## src/rtl/uart_pkg.sv

```systemverilog
// Shared UART types and constants for the receive-side message assembler.
package uart_pkg;

  typedef logic [7:0] uart_byte_t;

  typedef enum logic {
    COLLECT = 1'b0,
    HOLD    = 1'b1
  } msg_state_e;

  localparam int UART_BITS_PER_CHAR = 10;

endpackage

```

## src/rtl/uart_rx_msg_assembler.sv

```systemverilog
// Packs MSG_BYTES consecutive UartRx bytes into one word behind a valid/ready port.
// Optional stale-partial-word discard is enabled by defining UART_RX_MSG_TIMEOUT_EN.
module uart_rx_msg_assembler
  import uart_pkg::*;
#(
  parameter int MSG_BYTES     = 13,
  parameter int CLOCK_RATE    = 100_000,
  parameter int BAUD_RATE     = 9600,
  parameter int TIMEOUT_BYTES = 4
) (
  input  logic                             clk,
  input  logic                             rst,
  input  uart_byte_t                       rx_data,
  input  logic                             rx_valid,
  output logic [MSG_BYTES*8-1:0]           msg_data,
  output logic                             msg_valid,
  input  logic                             msg_ready,
  output logic [$clog2(MSG_BYTES+1)-1:0]   byte_count,
  output logic                             overrun,
  input  logic                             clr_overrun,
  output logic                             timeout_err
);

  // Handshake: msg_data is transferred on a clk edge where msg_valid && msg_ready.
  // Once msg_valid is high, msg_valid and msg_data stay stable until that edge.

  localparam int W   = MSG_BYTES * 8;
  localparam int SW  = (MSG_BYTES > 1) ? W - 8 : 8;
  localparam int BCW = $clog2(MSG_BYTES + 1);
  localparam logic [BCW-1:0] LAST_IDX = BCW'(MSG_BYTES - 1);

  msg_state_e     state;
  logic [SW-1:0]  shreg;
  logic [W-1:0]   shift_word;
  logic [BCW-1:0] base_count;
  logic           accept;
  logic           word_done;

  // shreg holds only the pending older bytes; the newest byte comes straight from rx_data.
  generate
    if (MSG_BYTES == 1) begin : g_single
      assign shift_word = rx_data;
    end else begin : g_multi
      assign shift_word = {shreg, rx_data};
    end
  endgenerate

  // In HOLD a byte is only taken when the held word leaves in the same cycle,
  // in which case it starts a fresh word.
  always_comb begin
    accept     = 1'b0;
    base_count = byte_count;
    if (state == HOLD) begin
      accept     = rx_valid && msg_ready;
      base_count = '0;
    end else begin
      accept     = rx_valid;
    end
    word_done = accept && (base_count == LAST_IDX);
  end

`ifdef UART_RX_MSG_TIMEOUT_EN
  localparam longint TO_RAW = longint'(TIMEOUT_BYTES) * UART_BITS_PER_CHAR
                              * CLOCK_RATE / BAUD_RATE;
  localparam int TIMEOUT_CYCLES = (TO_RAW < 1) ? 1 : int'(TO_RAW);
  localparam int GW = (TIMEOUT_CYCLES > 1) ? $clog2(TIMEOUT_CYCLES) : 1;
  localparam logic [GW-1:0] TO_LAST = GW'(TIMEOUT_CYCLES - 1);

  logic [GW-1:0] gap_cnt;
  logic          timeout_q;

  assign timeout_err = timeout_q;
`else
  assign timeout_err = 1'b0;
`endif

  always_ff @(posedge clk) begin
    if (rst) begin
      state      <= COLLECT;
      shreg      <= '0;
      msg_data   <= '0;
      msg_valid  <= 1'b0;
      byte_count <= '0;
      overrun    <= 1'b0;
`ifdef UART_RX_MSG_TIMEOUT_EN
      gap_cnt    <= '0;
      timeout_q  <= 1'b0;
`endif
    end else begin
      if (clr_overrun) begin
        overrun <= 1'b0;
      end
      if (rx_valid && !accept) begin
        overrun <= 1'b1;
      end

      if (state == HOLD && msg_ready) begin
        msg_valid <= 1'b0;
        state     <= COLLECT;
      end

      if (accept) begin
        if (word_done) begin
          msg_data   <= shift_word;
          msg_valid  <= 1'b1;
          byte_count <= '0;
          shreg      <= '0;
          state      <= HOLD;
        end else begin
          shreg      <= shift_word[SW-1:0];
          byte_count <= base_count + 1'b1;
        end
      end

`ifdef UART_RX_MSG_TIMEOUT_EN
      timeout_q <= 1'b0;
      // A strobe on the expiry cycle is accepted above and simply restarts the gap.
      if (state != COLLECT || byte_count == '0 || rx_valid) begin
        gap_cnt <= '0;
      end else if (gap_cnt == TO_LAST) begin
        gap_cnt    <= '0;
        byte_count <= '0;
        shreg      <= '0;
        timeout_q  <= 1'b1;
      end else begin
        gap_cnt <= gap_cnt + 1'b1;
      end
`endif
    end
  end

endmodule
```

## config.mk

```make
export PLATFORM = sky130hd
export DESIGN_NAME = uart_rx_msg_assembler
export DESIGN_NICKNAME = d
export VERILOG_FILES = /design/src/rtl/uart_pkg.sv /design/src/rtl/uart_rx_msg_assembler.sv
export SDC_FILE = /design/constraint.sdc
export NUM_CORES = 1
export LEC_CHECK = 0
export ABC_CLOCK_PERIOD_IN_PS = 3050
export CAP_MARGIN = 20
export CORE_ASPECT_RATIO = 0.7
export CORE_MARGIN = 3
export CORE_UTILIZATION = 57
export DETAILED_ROUTE_END_ITERATION = 12
export PLACE_DENSITY_LB_ADDON = 0.05
export REMOVE_ABC_BUFFERS = 1
export SLEW_MARGIN = 20
export SYNTH_ARGS = -nofsm -noshare
export SYNTH_HDL_FRONTEND = slang
export SYNTH_SLANG_ARGS = --single-unit
```

## constraint.sdc

```tcl
create_clock -name clk -period 3.05 [get_ports clk]
set_clock_uncertainty 0.1 [all_clocks]
set_input_delay 0.305 -clock clk [delete_from_list [all_inputs] [get_ports clk]]
set_output_delay 0.305 -clock clk [all_outputs]
set_load 0.01 [all_outputs]
```

==> metrics.txt <==
status=completed; Final Slew Violations=0; internal power=3.98 mW; critical path class=flip-flop to flip-flop; CP endpoint kind=flip-flop; port bufs=between 100 and 150; Synth Area in Compound Gates=0.144; synth-to-layout area growth=24.2%; Post-DRT Antenna Nets=0; die area=14400 sq um; CP max FO=27; cts hold-fix bufs=0; Multi-input gate area=2880 sq um; synth warn=0; register area=4140 sq um; worst-skew pair later-pin latency=0.48 ns; core box area=12500 sq um; GR Overflow Total=0; Crit path arrival time=2.30 ns; final WL=roughly 16000 microns; Placed Cells=1144; fraction of registers with async set/reset=0; Synth Area per Inst=8.00 sq um; Cell variety after synth=27; period utilization=0.656; DRT Pass-1 Iters=4; RSZ-0062 raised after global routing=false; Post-Layout Inst Area=9180 sq um; fin util=0.732; Max IR drop VDD=approximately 0.00035 V; switching share of power=0.214; DRC viols=0; Ant. Diodes=0; EDFF count, synth=0; pre-CTS worst setup slack=0.767 ns; TNS Setup=0 ns; fin crit period=2.00 ns; htree depth=1; largest net degree at the start of global routing=just under 80; Worst Setup Start Kind=flip-flop; Routability Congestion=0.740; fill count=1008; Flop pwr share=0.539; Cell Count, Final, Fillers Out=1175; Final Hold Fails=0; maximum clock frequency=roughly 500 MHz; setup-violating endpoint count in the final report=0; Hold Path Class=input pin to flip-flop; sequential-to-total area share from yosys stat=0.561; top-count cell post-synth=nand2_1; clock network power share=0.431; GR Util All Layers=0.217; P_sw=1.08 mW; Reg2Reg Setup Slack=1.05 ns; # clock sinks=207; CTS tree=done; largest family of logic cells by synthesized area=simple AND/OR/NAND/NOR gates; Commonest cells post-synth=309 x nand2_1, 207 x dfxtp_1, 205 x a21oi_1, 97 x nand3_1, 43 x clkbuf_1; initial antenna violation count=0; Worst-Margin Slew=0.542 ns; CTS root buf=clkbuf_16; Yosys top cell by area=dfxtp_1; simple-gate share of the synthesized area=0.235; wire per inst=between 10 and 15 microns; Worst slew margin=0.639; combinational share of power=0.030; Clock transition at path regs=around 0.060 ns; total chip power=5.06 mW; Cell Area, Synth=approximately 7400 sq um; vias in the first global route=5627; Synth Area in XOR/XNOR=0.00237; areal power density over the cells=551 nW/um^2; IO Pins=approximately 120; leak pwr=roughly 3.0 nW; Yosys reg bits=between 200 and 250; post_cts resized=0; Post-CTS Setup Inserts=0; Via density=5.40; layout cells sized above 1=0.0494; top post-synthesis cells by area=dfxtp_1 56%, nand2_1 16%, a21oi_1 14%; first-iteration detailed-routing DRC count=476; Initial Util=0.589; hold path depth=2; R2R cell count=5; Post-synth top flop=dfxtp_1; die height=between 100 and 150 microns; Die Wd=roughly 140 microns; Max clock buf depth=3; adder-cell share of the synthesized area=0.00169; dpl hpwl=9550 microns; mux share of post-synthesis cell area=0.00135; post-synth top area share=0.561; hold slack=about 0.15 ns; FP Rows=34; Worst Slack Setup Final=1.05 ns; CP Data Required Time=around 3.4 ns; first-pass GRT wire length=between 20000 and 30000 microns; TritonCTS buffer count=19; number of max-cap violations=0; DR vias=6348; Syn Inst Count=924; dpl cell area=8620 sq um; Total Nets Final=1017
sequential cells by signal, indices dropped and copies added (netlist names):
name	count
state	1
msg_data	104
shreg	96
msg_valid	1
overrun	1
byte_count	4
kinds of logic after synthesis:
| kind of cell | count (synthesis) |
|---|---|
| XOR/XNOR | 2 |
| AND/OR/NAND/NOR | 419 |
| AO/OA/AOI/OAI | 210 |
| multiplexers | 1 |
| flip-flops | 207 |
| buffers and inverters | 83 |
| other | 1 |
| adder cells (fa/ha/maj) | 1 |
cells in the final DEF (no fill, tap or decap):
master	synthesis	routed
a211oi_1	1	1
a21oi_1	205	205
a2bb2oi_1	1	1
a31oi_1	1	1
a41oi_1	1	1
and2_4	0	1
and3_4	0	1
and4bb_1	1	1
buf_12	0	4
buf_4	1	11
buf_6	7	1
clkbuf_1	43	3
clkbuf_16	0	19
clkbuf_8	0	3
clkdlybuf4s50_1	0	121
clkinv_2	0	5
conb_1	1	1
dfxtp_1	207	207
ha_1	1	1
inv_1	4	4
inv_6	0	1
mux2i_1	1	1
nand2_1	309	307
nand2_4	0	2
nand2b_1	2	2
nand3_1	97	97
nand3_4	0	1
nor2_1	4	4
nor2b_1	2	2
nor4b_2	1	1
o32ai_1	1	1
xnor2_1	1	1
xor2_1	1	1
power by group through the flow:
stage               Combinational, mW  Sequential, mW  Clock, mW
finish                          0.152            2.73       2.18
global route                    0.165            2.73       2.33
CTS                             0.152            2.73       2.21
detailed placement              0.152            2.79          0
global placement                0.150            2.79          0
floorplan                      0.0543            2.79          0
routing by layer:
metal  vias to the layer above  track usage  routed length [microns]
met3                        16       0.0505                      917
met1                      2966        0.310                     7750
met4                         0       0.0428                      149
met5                         -            0                        0
met2                       154        0.341                     7380
li1                       3212            -                        -
cell type report:
cell class | instances | share of cell area
well taps | 162 | 0.0221
repair buffers | 137 | 0.151
inverters | 4 | 0.00163
clock inverters | 6 | 0.00368
flip-flops and latches | 207 | 0.451
clock buffers | 25 | 0.0575
multi-input cells | 634 | 0.313
worst paths after layout:
path,startpoint,end
hold reg to reg,shreg[89]$_SDFFE_PP0P_,shreg[89]$_SDFFE_PP0P_
setup reg to reg,byte_count[3]$_SDFFE_PP0P_,msg_data[87]$_SDFFE_PP0P_
setup / recovery,byte_count[3]$_SDFFE_PP0P_,msg_data[87]$_SDFFE_PP0P_
hold / removal,rst,msg_data[86]$_SDFFE_PP0P_
worst max-delay path: stages (launching register included):
cell,delay (ns)
dfxtp_1,0.46
and4bb_1,0.31
and3_4,0.41
buf_4,0.35
nand2_1,0.11
a21oi_1,0.17
Note: power is estimated with default switching activity, not from simulation.
